$ cat src/rtl/wb_pkg.sv
// Shared writeback definitions: FSM state encoding and lo-source select codes.
// Also imported by the decode-stage hazard unit.
package wb_pkg;

    typedef enum logic [1:0] {
        IDLE    = 2'd0,
        SINGLE  = 2'd1,
        DUAL_LO = 2'd2,
        DUAL_HI = 2'd3
    } wb_state_e;

    localparam int SRC_W = 2;

    localparam logic [SRC_W-1:0] SRC_ALU  = 2'b00;
    localparam logic [SRC_W-1:0] SRC_MEM  = 2'b01;
    localparam logic [SRC_W-1:0] SRC_PORT = 2'b10;
    localparam logic [SRC_W-1:0] SRC_IMM  = 2'b11;

endpackage

$ cat src/rtl/writeback_sequencer_if.sv
// MEM/WB -> WB handshake: one retiring instruction with all candidate data.
interface writeback_sequencer_if
    import wb_pkg::*;
#(
    parameter int REG_SIZE = 16,
    parameter int ADDR_W   = 3
);
    logic                in_valid;
    logic                in_ready;
    logic                in_wb_en;
    logic                in_dual;
    logic [SRC_W-1:0]    in_src_sel;
    logic [ADDR_W-1:0]   in_dst;
    logic [REG_SIZE-1:0] in_alu_lo;
    logic [REG_SIZE-1:0] in_alu_hi;
    logic [REG_SIZE-1:0] in_mem_data;
    logic [REG_SIZE-1:0] in_port_data;
    logic [REG_SIZE-1:0] in_imm;

    modport master (
        output in_valid, in_wb_en, in_dual, in_src_sel, in_dst,
               in_alu_lo, in_alu_hi, in_mem_data, in_port_data, in_imm,
        input  in_ready
    );

    modport slave (
        input  in_valid, in_wb_en, in_dual, in_src_sel, in_dst,
               in_alu_lo, in_alu_hi, in_mem_data, in_port_data, in_imm,
        output in_ready
    );
endinterface

$ cat src/rtl/writeback_sequencer_wrap_counter.sv
// Free-running wrap-around event counter with synchronous active-low reset.
module wrap_counter #(
    parameter int WIDTH = 16
) (
    input  logic             clk,
    input  logic             rst,
    input  logic             en,
    output logic [WIDTH-1:0] count
);

    // NOTE: sequential state uses non-blocking assignments so every flop samples pre-edge values.
    always_ff @(posedge clk) begin
        if (!rst)
            count <= '0;
        else if (en)
            count <= count + 1'b1;
    end

endmodule

$ cat src/rtl/writeback_sequencer.sv
// WB stage: drives the register-file write port, splitting dual-result
// instructions into lo/hi writes on consecutive cycles.
module writeback_sequencer
    import wb_pkg::*;
#(
    parameter int REG_SIZE   = 16,
    parameter int REG_NUMBER = 8,
    parameter int CNT_W      = 16,
    localparam int ADDR_W    = $clog2(REG_NUMBER)
) (
    input  logic                clk,
    input  logic                rst,
    writeback_sequencer_if.slave up,
    output logic                rf_write_enable,
    output logic [ADDR_W-1:0]   rf_write_addr,
    output logic [REG_SIZE-1:0] rf_write_data,
    output logic                pend_hi_valid,
    output logic [ADDR_W-1:0]   pend_hi_addr,
    output logic [CNT_W-1:0]    retired_count
);

    wb_state_e           state;
    wb_state_e           state_next;
    logic                accept;
    logic [REG_SIZE-1:0] lo_data;
    logic [ADDR_W-1:0]   dst_plus1;
    logic [ADDR_W-1:0]   hi_addr;
    logic [REG_SIZE-1:0] hi_data;

    assign accept = up.in_valid && (state != DUAL_LO);

    // Explicit compare keeps the wrap correct for non-power-of-two register counts.
    assign dst_plus1 = (up.in_dst == ADDR_W'(REG_NUMBER - 1)) ? '0 : up.in_dst + 1'b1;

    always_comb begin
        // NOTE: default assignment first so no path leaves the output unassigned (no latch).
        lo_data = up.in_alu_lo;
        case (up.in_src_sel)
            SRC_MEM:  lo_data = up.in_mem_data;
            SRC_PORT: lo_data = up.in_port_data;
            SRC_IMM:  lo_data = up.in_imm;
            default:  lo_data = up.in_alu_lo;
        endcase
    end

    always_ff @(posedge clk) begin
        if (!rst)
            state <= IDLE;
        else
            state <= state_next;
    end

    always_comb begin
        state_next = IDLE;
        if (state == DUAL_LO)
            state_next = DUAL_HI;
        else if (accept && up.in_wb_en)
            state_next = up.in_dual ? DUAL_LO : SINGLE;
    end

    always_comb begin
        rf_write_enable = (state != IDLE);
        up.in_ready     = (state != DUAL_LO);
        pend_hi_valid   = (state == DUAL_LO);
        pend_hi_addr    = (state == DUAL_LO) ? hi_addr : '0;
    end

    // Write-port registers: the rf_* bus never sees the inputs combinationally.
    always_ff @(posedge clk) begin
        if (!rst) begin
            rf_write_addr <= '0;
            rf_write_data <= '0;
            hi_addr       <= '0;
            hi_data       <= '0;
        end else if (state == DUAL_LO) begin
            rf_write_addr <= hi_addr;
            rf_write_data <= hi_data;
        end else if (accept && up.in_wb_en) begin
            rf_write_addr <= up.in_dst;
            if (up.in_dual) begin
                rf_write_data <= up.in_alu_lo;
                hi_addr       <= dst_plus1;
                hi_data       <= up.in_alu_hi;
            end else begin
                rf_write_data <= lo_data;
            end
        end
    end

    wrap_counter #(.WIDTH(CNT_W)) u_retired (
        .clk   (clk),
        .rst   (rst),
        .en    (accept),
        .count (retired_count)
    );

endmodule

$ cat src/flat_wrapper.sv
// flat-port wrapper written by rule: the top's interface ports become plain ports
module writeback_sequencer_flat import wb_pkg::*;
#(
    parameter int REG_SIZE   = 16,
    parameter int REG_NUMBER = 8,
    parameter int CNT_W      = 16,
    localparam int ADDR_W    = $clog2(REG_NUMBER)
)
  (clk, rst, rf_write_enable, rf_write_addr, rf_write_data, pend_hi_valid, pend_hi_addr, retired_count, up_in_valid, up_in_wb_en, up_in_dual, up_in_src_sel, up_in_dst, up_in_alu_lo, up_in_alu_hi, up_in_mem_data, up_in_port_data, up_in_imm, up_in_ready);
  writeback_sequencer_if #(.REG_SIZE(REG_SIZE), .ADDR_W((3))) up_i ();
  input  logic clk;
  input  logic rst;
  output logic rf_write_enable;
  output logic [ADDR_W-1:0] rf_write_addr;
  output logic [REG_SIZE-1:0] rf_write_data;
  output logic pend_hi_valid;
  output logic [ADDR_W-1:0] pend_hi_addr;
  output logic [CNT_W-1:0] retired_count;
  input wire logic [$bits(up_i.in_valid)-1:0] up_in_valid;
  input wire logic [$bits(up_i.in_wb_en)-1:0] up_in_wb_en;
  input wire logic [$bits(up_i.in_dual)-1:0] up_in_dual;
  input wire logic [$bits(up_i.in_src_sel)-1:0] up_in_src_sel;
  input wire logic [$bits(up_i.in_dst)-1:0] up_in_dst;
  input wire logic [$bits(up_i.in_alu_lo)-1:0] up_in_alu_lo;
  input wire logic [$bits(up_i.in_alu_hi)-1:0] up_in_alu_hi;
  input wire logic [$bits(up_i.in_mem_data)-1:0] up_in_mem_data;
  input wire logic [$bits(up_i.in_port_data)-1:0] up_in_port_data;
  input wire logic [$bits(up_i.in_imm)-1:0] up_in_imm;
  output wire logic [$bits(up_i.in_ready)-1:0] up_in_ready;
  assign up_i.in_valid = up_in_valid;
  assign up_i.in_wb_en = up_in_wb_en;
  assign up_i.in_dual = up_in_dual;
  assign up_i.in_src_sel = up_in_src_sel;
  assign up_i.in_dst = up_in_dst;
  assign up_i.in_alu_lo = up_in_alu_lo;
  assign up_i.in_alu_hi = up_in_alu_hi;
  assign up_i.in_mem_data = up_in_mem_data;
  assign up_i.in_port_data = up_in_port_data;
  assign up_i.in_imm = up_in_imm;
  assign up_in_ready = up_i.in_ready;
  writeback_sequencer #(.REG_SIZE(REG_SIZE), .REG_NUMBER(REG_NUMBER), .CNT_W(CNT_W)) u_core (.clk(clk), .rst(rst), .up(up_i), .rf_write_enable(rf_write_enable), .rf_write_addr(rf_write_addr), .rf_write_data(rf_write_data), .pend_hi_valid(pend_hi_valid), .pend_hi_addr(pend_hi_addr), .retired_count(retired_count));
endmodule
$ cat config.mk
export PLATFORM = sky130hd
export DESIGN_NAME = writeback_sequencer_flat
export DESIGN_NICKNAME = d
export VERILOG_FILES = /design/src/rtl/wb_pkg.sv /design/src/rtl/writeback_sequencer_if.sv /design/src/rtl/writeback_sequencer_wrap_counter.sv /design/src/rtl/writeback_sequencer.sv /design/src/flat_wrapper.sv
export SDC_FILE = /design/constraint.sdc
export NUM_CORES = 1
export LEC_CHECK = 0
export CAP_MARGIN = 20
export CORE_MARGIN = 10
export CORE_UTILIZATION = 41
export DETAILED_ROUTE_END_ITERATION = 16
export PLACE_DENSITY = 0.8
export SKIP_LAST_GASP = 1
export SYNTH_ARGS = -nofsm -noshare
export SYNTH_HDL_FRONTEND = slang
export SYNTH_SLANG_ARGS = --single-unit
$ cat constraint.sdc
create_clock -name clk -period 1.79 [get_ports clk]
set_clock_uncertainty 0.15 [all_clocks]
set_input_delay 0.358 -clock clk [delete_from_list [all_inputs] [get_ports clk]]
set_output_delay 0.358 -clock clk [all_outputs]
set_load 0.05 [all_outputs]
==> summary.md, run 1 <==
| Metric | Value |
|---|---|
| Power density cells | 610.4 nW/µm² |
| Final Power | 2.792 mW |
| IO Pins | 131 |
| Max cap viols | 0 |
| Terminating pin of the worst hold path | u_core.hi_data[8]$_SDFFE_PN0P_ |
| Count of unique library cells instantiated by Yosys | 36 |
| Worst flop-to-flop path startpoint | u_core.state[0]$_SDFF_PN0_ |
| Endpoint of the lowest-slack register-to-register path | u_core.u_retired.count[14]$_SDFFE_PN0N_ |
| Maximum number of pins on one net before global-route repair | 28 |
| Final worst slack | -0.006680 ns |
| GR Overflow Total | 0 |
| Net count after synthesis | approximately 420 |
| Via count of the first global-routing pass | 3036 |
| Top cells by area, synth | sky130_fd_sc_hd__dfxtp_1 (40%), sky130_fd_sc_hd__nand2_1 (7.8%), sky130_fd_sc_hd__mux2i_1 (7.8%) |
| RSZ-0062 raised after global routing | yes |
| Endpoints failing setup | 2 |
| Final Hold Fails | 0 |
| First-pass GRT wire length | 15420 µm |
| Worst vdd ir | approximately 0.54 mV |
| Number of cells on the worst hold path | 2 |
| Fin. max-slew vios | 0 |
| Maximum buffer depth of the clock tree | 2 |
| Clock slew seen by the registers of the worst setup and hold paths | 0.10 ns |
| Element type at the critical path start | flip-flop |
| Clk_lat worst skew | 0.30 ns |
| Placed wire-length estimate after detailed placement | between 7000 and 8000 µm |
| Core footprint | 6756 µm² |
| Initial Util | 41.89% |
| Antenna-violating nets left | 0 |
| Antenna diode count | 0 |
| Remaining DRCs | 0 |
| Cell family with the largest share of critical-path delay | flip-flops |
| Async set-reset flop share out of synthesis | 0% |
| DRT Wirelength | 9722 µm |
| Pre-antenna DRT Iters | 4 |
| Number of buffers added by the clock tree synthesis step | 5 |
| Area share of the largest cell type after synthesis | 39.61% |
| Worst hold slack after final layout | between 0.3 and 0.4 ns |
| Buffer cell driving the clock tree root | sky130_fd_sc_hd__clkbuf_8 |
| Cell accounting for the most synthesized area | sky130_fd_sc_hd__dfxtp_1 |
| Area of the die | 10630 µm² |
| Number of hold-repair buffers added at the cts stage | 0 |
| I/O Buffers | 130 |
| Worst setup path startpoint | u_core.state[0]$_SDFF_PN0_ |
| Die height | 103.1 µm |
| Number of violations reported at the end of detailed-routing iteration 0 | 149 |
| Hold Path Origin | u_core.hi_data[8]$_SDFFE_PN0P_ |
| Total global-route track usage | 18.02% |
| Post-DR wirelength/cell | 18.00 µm |
| DP Worst Slack | -0.3117 ns |
| H-tree levels | 2 |
| Layout net count | about 550 |
| Violated checks | setup timing |
| Die width | 103.1 µm |
| Setup TNS | -0.01167 ns |
| Most common flop cell mapped by yosys | sky130_fd_sc_hd__dfxtp_1 |
| Length in cells of the worst reg-to-reg path | 7 |
| Portion of the post-synthesis area used by sequential elements | 39.61% |
| Via-to-Cell Ratio | ~5.4 |
| Via Count | 2931 |
| Sink Count | 56 |
| Post-layout instance count excluding filler cells | 540 |
| Critical Path RT | between 1 and 1.5 ns |
| Layout cells sized above 1 | 20.00% |
| FMAX | around 0.56 GHz |
| Crit. End Element | primary output |
| Max incr delay on CP | 0.34 ns |
| Most frequent standard cell in the layout excluding fill and tap cells | sky130_fd_sc_hd__clkdlybuf4s50_1 |
| Worst rel slew slack | 75.01% |
| Placer Congestion | 0.8734 |
| Cell-by-cell trace of the critical path | nand2b_4, bufinv_8, and2_2, buf_12 |
| Mapped Area | 2830 µm² |
| Mean instance size in the synthesized netlist | 8.789 µm² |
| Instance area after placement | 4398 µm² |
| Minimum clock period after layout | around 1.8 ns |
| Final Core Density | 67.70% |
| Transition at the pin with the smallest max-transition slack | 0.3740 ns |
| Row cnt | 30 |
| Class of the most critical hold timing path | reg -> reg |
| Crit share post-route | 100.4% |
| Initial antenna violation count | 0 |
| Status | finished with violations |
| Highest net fanout along the worst path | 5 |
| Data arrival time of the critical path | approximately 1.3 ns |
| Most frequent cells in the layout | sky130_fd_sc_hd__clkdlybuf4s50_1 (88), sky130_fd_sc_hd__nand2_1 (59), sky130_fd_sc_hd__dfxtp_1 (54) |
| Number of standard cells after synthesis | 322 |
| Ys Warns | 0 |
| Number of synthesized flops with an enable pin | 0 |
| Reg-to-reg setup timing slack | 0.07 ns |
| CP max-delay cell | sky130_fd_sc_hd__dfxtp_2 |
| Clock tree from TritonCTS | done |
| Leakage Power | ~1.8 nW |
| Total buffers and inverters traversed by the critical path | 2 |
| Synthesis-stage register bit count | 56 |
| Layout overhead on the synthesized area | 61.63% |
| DP Cell Count | 527 |
| Non-Filler Cell Area, Final | between 4000 and 5000 µm² |
| Crit Path Class | reg -> out |
## worst max path at each step
stage                                              end  cells past startpoint
2_1_floorplan  u_core.u_retired.count[15]$_SDFFE_PN0N_                      4
3_3_place_gp     u_core.rf_write_data[14]$_SDFFE_PN0P_                      4
3_5_place_dp     u_core.rf_write_data[11]$_SDFFE_PN0P_                      4
4_1_cts                                pend_hi_addr[2]                      4
5_1_grt                                pend_hi_addr[2]                      4
6_report                               pend_hi_addr[0]                      4
## repair_timing
action	4_1_cts	5_1_grt
gates resized for setup	4	4
cloned	0	0
pin swaps	0	3
buffers inserted	4	1
setup endpoints to repair	3	32
## tightest hold or removal path, stage by stage (launching register included)
cell and delay [ns]:
sky130_fd_sc_hd__dfxtp_1 0.32, sky130_fd_sc_hd__nand2_1 0.05, sky130_fd_sc_hd__a21oi_1 0.05
## cell type report
type                    count  area (µm²)
clock buffers               7       86.33
clock inverters             1       7.507
fillers                   549        2182
inverters                   2       21.27
multi-input cells         238        1548
flip-flops and latches     56        1124
well taps                  80       100.1
repair buffers            156        1688
## synth_stat cells (2+ instances only)
cell / number
sky130_fd_sc_hd__a21oi_1: 39
sky130_fd_sc_hd__a22oi_1: 16
sky130_fd_sc_hd__a2bb2oi_1: 15
sky130_fd_sc_hd__a311oi_1: 3
sky130_fd_sc_hd__and2_1: 5
sky130_fd_sc_hd__and3_1: 4
sky130_fd_sc_hd__buf_2: 6
sky130_fd_sc_hd__buf_4: 5
sky130_fd_sc_hd__buf_6: 6
sky130_fd_sc_hd__clkbuf_1: 8
sky130_fd_sc_hd__dfxtp_1: 56
sky130_fd_sc_hd__ha_1: 3
sky130_fd_sc_hd__mux2i_1: 22
sky130_fd_sc_hd__nand2_1: 59
sky130_fd_sc_hd__nand2b_1: 7
sky130_fd_sc_hd__nand3_1: 8
sky130_fd_sc_hd__nand4_1: 4
sky130_fd_sc_hd__nor2_1: 12
sky130_fd_sc_hd__nor2_4: 2
sky130_fd_sc_hd__nor4_2: 2
sky130_fd_sc_hd__o21ai_0: 3
sky130_fd_sc_hd__o221ai_1: 16
sky130_fd_sc_hd__or3_1: 3
sky130_fd_sc_hd__xnor2_1: 3
sky130_fd_sc_hd__xor2_1: 4
## logic make-up (layout without fill, tap and decap cells)
| group | Yosys count | count (layout) | synth area share (%) |
|---|---|---|---|
| and+or+nand+nor | 113 | 113 | 20.07 |
| buffers and inverters | 28 | 166 | 6.322 |
| adders and majority gates | 3 | 3 | 1.326 |
| muxes | 22 | 22 | 7.781 |
| AOI/OAI and AO/OA | 93 | 93 | 22.72 |
| DFF | 56 | 56 | 39.61 |
| xor gates and xnor gates | 7 | 7 | 2.166 |
## state kept, by name, indices dropped and copies added (netlist names)
name	flops
u_core.hi_addr	3
u_core.hi_data	16
u_core.rf_write_addr	3
u_core.rf_write_data	16
u_core.state	2
u_core.u_retired.count	16
## where the power goes
group	switching, mW	internal, mW	leakage (nW)
registers	0.0367	1.29	0.456
logic	0.359	0.387	1.32
clock network	0.399	0.316	0.0445
total	0.795	2.00	1.82
## layer usage
metal	track usage [%]	vias to the layer above	wire [µm]
li1	-	1441	-
met1	21.22	1368	3896
met2	30.91	110	4689
met3	6.233	12	1019
met4	3.636	0	117
met5	0	-	0
No activity file was read; power rests on OpenSTA's default activity.
==> run 2, diff against run 1 <==
--- a/config.mk
+++ b/config.mk
@@ -7,9 +7,10 @@
 export LEC_CHECK = 0
 export CAP_MARGIN = 20
 export CORE_MARGIN = 10
-export CORE_UTILIZATION = 41
+export CORE_UTILIZATION = 39
 export DETAILED_ROUTE_END_ITERATION = 16
-export PLACE_DENSITY = 0.8
+export PLACE_DENSITY = 0.76
+export RECOVER_POWER = 100
 export SKIP_LAST_GASP = 1
 export SYNTH_ARGS = -nofsm -noshare
 export SYNTH_HDL_FRONTEND = slang
==> summary.md, run 2 (synthesized netlist as in run 1, its figures left out) <==
| Metric | Value |
|---|---|
| Status | finished clean (was finished with violations) |
| Worst setup path startpoint | u_core.state[0]$_SDFF_PN0_ (unchanged) |
| Max incr delay on CP | 0.34 ns (about the same) |
| Setup TNS | 0 ns (was -0.01167 ns) |
| Data arrival time of the critical path | 1.21 ns (was 1.29 ns) |
| Minimum clock period after layout | 1.714 ns (was 1.797 ns) |
| Core footprint | 6907 µm² (was 6756 µm²) |
| Pre-antenna DRT Iters | 4 (unchanged) |
| Buffer cell driving the clock tree root | sky130_fd_sc_hd__clkbuf_8 (unchanged) |
| Terminating pin of the worst hold path | u_core.u_retired.count[1]$_SDFFE_PN0N_ (was u_core.hi_data[8]$_SDFFE_PN0P_) |
| Crit Path Class | reg -> out (unchanged) |
| H-tree levels | 2 (unchanged) |
| Layout net count | 552 (unchanged) |
| Critical Path RT | 1.28 ns (about the same) |
| Most frequent standard cell in the layout excluding fill and tap cells | sky130_fd_sc_hd__clkdlybuf4s50_1 (unchanged) |
| Via-to-Cell Ratio | 5.297 (was 5.428) |
| Number of hold-repair buffers added at the cts stage | 0 (unchanged) |
| CP max-delay cell | sky130_fd_sc_hd__dfxtp_1 (was sky130_fd_sc_hd__dfxtp_2) |
| Number of violations reported at the end of detailed-routing iteration 0 | 117 (was 149) |
| Cell-by-cell trace of the critical path | nand2b_4, inv_4, and2_2, buf_12 (was nand2b_4, bufinv_8, and2_2, buf_12) |
| Cell family with the largest share of critical-path delay | simple AND/OR/NAND/NOR gates (was flip-flops) |
| Fin. max-slew vios | 0 (unchanged) |
| DRT Wirelength | 9670 µm (was 9722 µm) |
| Remaining DRCs | 0 (unchanged) |
| Maximum buffer depth of the clock tree | 2 (unchanged) |
| IO Pins | 131 (unchanged) |
| Antenna-violating nets left | 0 (unchanged) |
| Clock tree from TritonCTS | done (unchanged) |
| Transition at the pin with the smallest max-transition slack | 0.5161 ns (was 0.3740 ns) |
| Worst hold slack after final layout | 0.3017 ns (was 0.3123 ns) |
| Placer Congestion | 0.8106 (was 0.8734) |
| Class of the most critical hold timing path | in -> reg (was reg -> reg) |
| Area of the die | 11060 µm² (was 10630 µm²) |
| Length in cells of the worst reg-to-reg path | 7 (unchanged) |
| Worst rel slew slack | 65.54% (was 75.01%) |
| Sink Count | 56 (unchanged) |
| Row cnt | 30 (unchanged) |
| Endpoint of the lowest-slack register-to-register path | u_core.u_retired.count[14]$_SDFFE_PN0N_ (unchanged) |
| Layout cells sized above 1 | 18.26% (was 20.00%) |
| Endpoints failing setup | 0 (was 2) |
| FMAX | 0.5834 GHz (was 0.5566 GHz) |
| Final Hold Fails | 0 (unchanged) |
| Total global-route track usage | 16.90% (was 18.02%) |
| Power density cells | 664.2 nW/µm² (was 610.4 nW/µm²) |
| Highest net fanout along the worst path | 7 (was 5) |
| Worst flop-to-flop path startpoint | u_core.state[0]$_SDFF_PN0_ (unchanged) |
| Antenna diode count | 0 (unchanged) |
| RSZ-0062 raised after global routing | yes (unchanged) |
| Clk_lat worst skew | 0.30 ns (about the same) |
| Number of cells on the worst hold path | 3 (was 2) |
| First-pass GRT wire length | 15600 µm (was 15420 µm) |
| Worst vdd ir | 0.3995 mV (was 0.5383 mV) |
| Total buffers and inverters traversed by the critical path | 2 (unchanged) |
| Hold Path Origin | up_in_valid (was u_core.hi_data[8]$_SDFFE_PN0P_) |
| I/O Buffers | 130 (unchanged) |
| Die height | 105.2 µm (was 103.1 µm) |
| Number of buffers added by the clock tree synthesis step | 5 (unchanged) |
| Post-DR wirelength/cell | 17.39 µm (was 18.00 µm) |
| GR Overflow Total | 0 (unchanged) |
| Leakage Power | 1.781 nW (was 1.818 nW) |
| Initial antenna violation count | 0 (unchanged) |
| Via Count | 2945 (was 2931) |
| Most frequent cells in the layout | sky130_fd_sc_hd__clkdlybuf4s50_1 (88), sky130_fd_sc_hd__nand2_1 (59), sky130_fd_sc_hd__dfxtp_1 (55) (was sky130_fd_sc_hd__clkdlybuf4s50_1 (88), sky130_fd_sc_hd__nand2_1 (59), sky130_fd_sc_hd__dfxtp_1 (54)) |
| Clock slew seen by the registers of the worst setup and hold paths | 0.10 ns (about the same) |
| Crit. End Element | primary output (unchanged) |
| Die width | 105.2 µm (was 103.1 µm) |
| Reg-to-reg setup timing slack | 0.11 ns (was 0.07 ns) |
| Placed wire-length estimate after detailed placement | 7708 µm (was 7673 µm) |
| Max cap viols | 0 (unchanged) |
| Crit share post-route | 95.75% (was 100.4%) |
| Maximum number of pins on one net before global-route repair | 29 (was 28) |
| Initial Util | 40.98% (was 41.89%) |
| Element type at the critical path start | flip-flop (unchanged) |
| Leading registers by flop count | u_core.hi_data x16, u_core.rf_write_data x16, u_core.u_retired.count x16 (unchanged) |
| Layout overhead on the synthesized area | 55.57% (was 61.63%) |
| Via count of the first global-routing pass | 3025 (was 3036) |
run 2: cell count changes in the layout (fill, tap and decap cells not counted), sizes merged:
cell,change
buf,-36
inv,+1
clkbuf,+34
clkinvlp,-1
dlymetal6s2s,+2
run 2: metal layers:
layer  track usage [%]  wire length (µm)
met3             3.501               490
met1             20.57              4221
met2             28.16              4726
met4             6.961               231
met5                 0                 0
run 2: report_power, final:
group / leakage (nW) / switching [mW] / internal [mW]
registers: 0.456 / 0.0326 / 1.29
logic: 1.26 / 0.359 / 0.342
clock network: 0.0645 / 0.402 / 0.494
total: 1.78 / 0.794 / 2.13
run 2: through the flow:
step / setup slack, ns / utilization (%) / cells / area, µm² / power, mW
after global placement: -0.2200 / 64.00 / 545 / 4420 / 2.077
final: 0.07605 / 63.75 / 556 / 4403 / 2.924
after detailed placement: -0.2915 / 64.00 / 545 / 4420 / 2.088
after floorplan: 0.02100 / - / 322 / 2838 / 1.727
after CTS: -0.02424 / 66.45 / 556 / 4589 / 2.997
after global routing: -0.01424 / 63.75 / 556 / 4403 / 3.050
run 2: final cells by class:
class | instances | area [µm²]
multi-input combinational | 238 | 1545
fill | 626 | 2504
inverter | 2 | 10.01
clock buffer | 7 | 96.34
tap | 96 | 120.1
clock inverter | 1 | 30.03
sequential | 56 | 1122
timing repair buffer | 156 | 1479
run 2: worst reg2reg max path, stage by stage (launching register included):
cell	delay, ns
sky130_fd_sc_hd__dfxtp_1	0.34
sky130_fd_sc_hd__nand2b_4	0.14
sky130_fd_sc_hd__inv_4	0.06
sky130_fd_sc_hd__buf_4	0.16
sky130_fd_sc_hd__clkbuf_2	0.16
sky130_fd_sc_hd__nor3_4	0.29
sky130_fd_sc_hd__nand3_1	0.14
sky130_fd_sc_hd__mux2i_1	0.14
run 2: worst max path at each step:
stage	endpoint	slack, ns	cells past startpoint
final	pend_hi_addr[1]	0.08	4
after global routing	u_core.rf_write_data[8]$_SDFFE_PN0P_	-0.01	6
after CTS	pend_hi_addr[2]	-0.02	4
after detailed placement	u_core.rf_write_data[6]$_SDFFE_PN0P_	-0.29	4
after global placement	u_core.rf_write_data[10]$_SDFFE_PN0P_	-0.22	4
after floorplan	u_core.u_retired.count[15]$_SDFFE_PN0N_	0.02	4
run 2: timing repair:
action                                  in CTS  in global routing
pin swaps                                    0                  0
gates cloned                                 0                  0
endpoints found under the setup margin       3                 26
buffers inserted                             3                  0
gates resized for setup                      4                  5
==> patch, RTL diff (config.mk and constraints of run 1) <==
`REG_SIZE` is set to 16 in 3 places; all go to 32.
--- a/src/rtl/writeback_sequencer_if.sv
+++ b/src/rtl/writeback_sequencer_if.sv
@@ -2,7 +2,7 @@
 interface writeback_sequencer_if
     import wb_pkg::*;
 #(
-    parameter int REG_SIZE = 16,
+    parameter int REG_SIZE = 32,
     parameter int ADDR_W   = 3
 );
     logic                in_valid;
--- a/src/rtl/writeback_sequencer.sv
+++ b/src/rtl/writeback_sequencer.sv
@@ -3,7 +3,7 @@
 module writeback_sequencer
     import wb_pkg::*;
 #(
-    parameter int REG_SIZE   = 16,
+    parameter int REG_SIZE   = 32,
     parameter int REG_NUMBER = 8,
     parameter int CNT_W      = 16,
     localparam int ADDR_W    = $clog2(REG_NUMBER)
--- a/src/flat_wrapper.sv
+++ b/src/flat_wrapper.sv
@@ -1,7 +1,7 @@
 // flat-port wrapper written by rule: the top's interface ports become plain ports
 module writeback_sequencer_flat import wb_pkg::*;
 #(
-    parameter int REG_SIZE   = 16,
+    parameter int REG_SIZE   = 32,
     parameter int REG_NUMBER = 8,
     parameter int CNT_W      = 16,
     localparam int ADDR_W    = $clog2(REG_NUMBER)
Ports: changed (6 resized); port bits go from 131 to 227. The function was not compared with the original's and may differ.
==> patch against run 1 <==
  * The run still ends with setup timing left
  * Non-clock buffer count up 119
  * Wire length up 79%
  * Area after synthesis up 52%
  * Setup slack worse by 0.0051 ns
  * Count of clock-buffer cells in the layout up 5
  * Core utilization up 2.8 points
  * Total power up 72%
  * Fmax down 0.28%
  * Cell count up 62%
  * Design area up 58%
  * Sequential cell count up 32
==> patch: results <==
metrics = {
    "layout": {
        "nets": 909,
        "stdcell_area_mm2": 0.007247,
        "drive_above_1_share_pct": 20.65,
        "fill_cells": 823,
    },
    "status": {
        "violations": "setup timing",
        "status": "finished with violations",
    },
    "detailed_routing": {
        "drt-initial-drc-count": 322,
        "dr_total_vias": 4879,
        "first_pass_iters": 5,
        "via_per_inst": 5.563,
    },
    "synth": {
        "synthesis.nets": 671,
        "synth_area_leaders": "dfxtp_1, a21oi_1, mux2i_1",
        "synth_common_cells": "dfxtp_1, nand2_1, a21oi_1",
        "synthAdderAreaFrac_pct": 0.8723,
        "synth_compound_area_share_pct": 29.75,
        "synth.distinct_cells": 38,
        "synth_mux_area_share_pct": 7.677,
        "synth_xor_area_share_pct": 1.018,
        "syn_area_per_cell_um2": 8.640,
    },
    "timing": {
        "setup_tns_ns": -0.03409,
        "setup_viol": 4,
        "fin_ws_ns": -0.01173,
    },
    "clock_network": {
        "cts-buffers-inserted": 9,
        "clkLatencyLatePin_ns": 0.35,
        "htree_levels": 3,
    },
    "worst_hold_path": {
        "worstHoldStart": "u_core.hi_data[25]",
    },
    "power": {
        "leakagePower_nw": 2.783,
        "max-vdd-ir-drop_v": 0.0003782,
    },
    "global_route": {
        "grt_pass1_vias": 5087,
        "grt_max_degree": 45,
    },
    "place": {
        "placed_area_mm2": 0.006952,
        "dp_hpwl_mm": 13.67,
    },
}
patch: where the power goes:
part,internal (W),switching [W]
Clock,0.000726,0.000702
Sequential,0.00204,0.0000571
Combinational,0.000669,0.000615
Total,0.00343,0.00137
patch: final timing paths:
| check | end | slack (ns) | cells past startpoint |
|---|---|---|---|
| worst max-delay path | pend_hi_valid | -0.01 | 4 |
| worst min-delay path | u_core.hi_data[25] | 0.31 | 2 |
| worst max register to register | u_core.u_retired.count[14] | 0.05 | 7 |
| worst min register to register | u_core.hi_data[25] | 0.31 | 2 |
patch: metal layers:
metal | up-vias | routed length [µm] | GRT usage (%)
met2 | 231 | 8248 | 36.71
met5 | - | 0 | 0
met3 | 20 | 1670 | 6.841
li1 | 2345 | - | -
met4 | 0 | 328 | 7.511
met1 | 2283 | 7119 | 26.58
patch: tightest hold or removal path: stages (launching register included):
cell,delay (ns)
dfxtp_1,0.31
nand2_1,0.05
a21oi_1,0.05
patch: kinds of logic (layout without fill, tap and decap cells):
kind of cell               Yosys count  count (layout)
buffers and inverters               54             297
DFF                                 88              88
adders and majority gates            3               3
and+or+nand+nor                    127             127
muxes                               33              33
AOI/OAI and AO/OA                  188             188
xor gates and xnor gates             5               5
patch: layout make-up:
cell class                      count  area share, %
Timing Repair Buffer              275          37.64
Multi-Input combinational cell    356          32.27
Inverter                            6         0.3626
Tap cell                          136          2.348
Sequential cell                    88          24.52
Clock buffer                       12          2.141
Clock inverter                      4         0.7251
patch: what timing repair did:
action | 4_1_cts | 5_1_grt
resized for setup | 5 | 5
hold buffers | 0 | 0
endpoints found under the setup margin | 4 | 25
pin swaps | 3 | 2
buffers inserted | 3 | 4
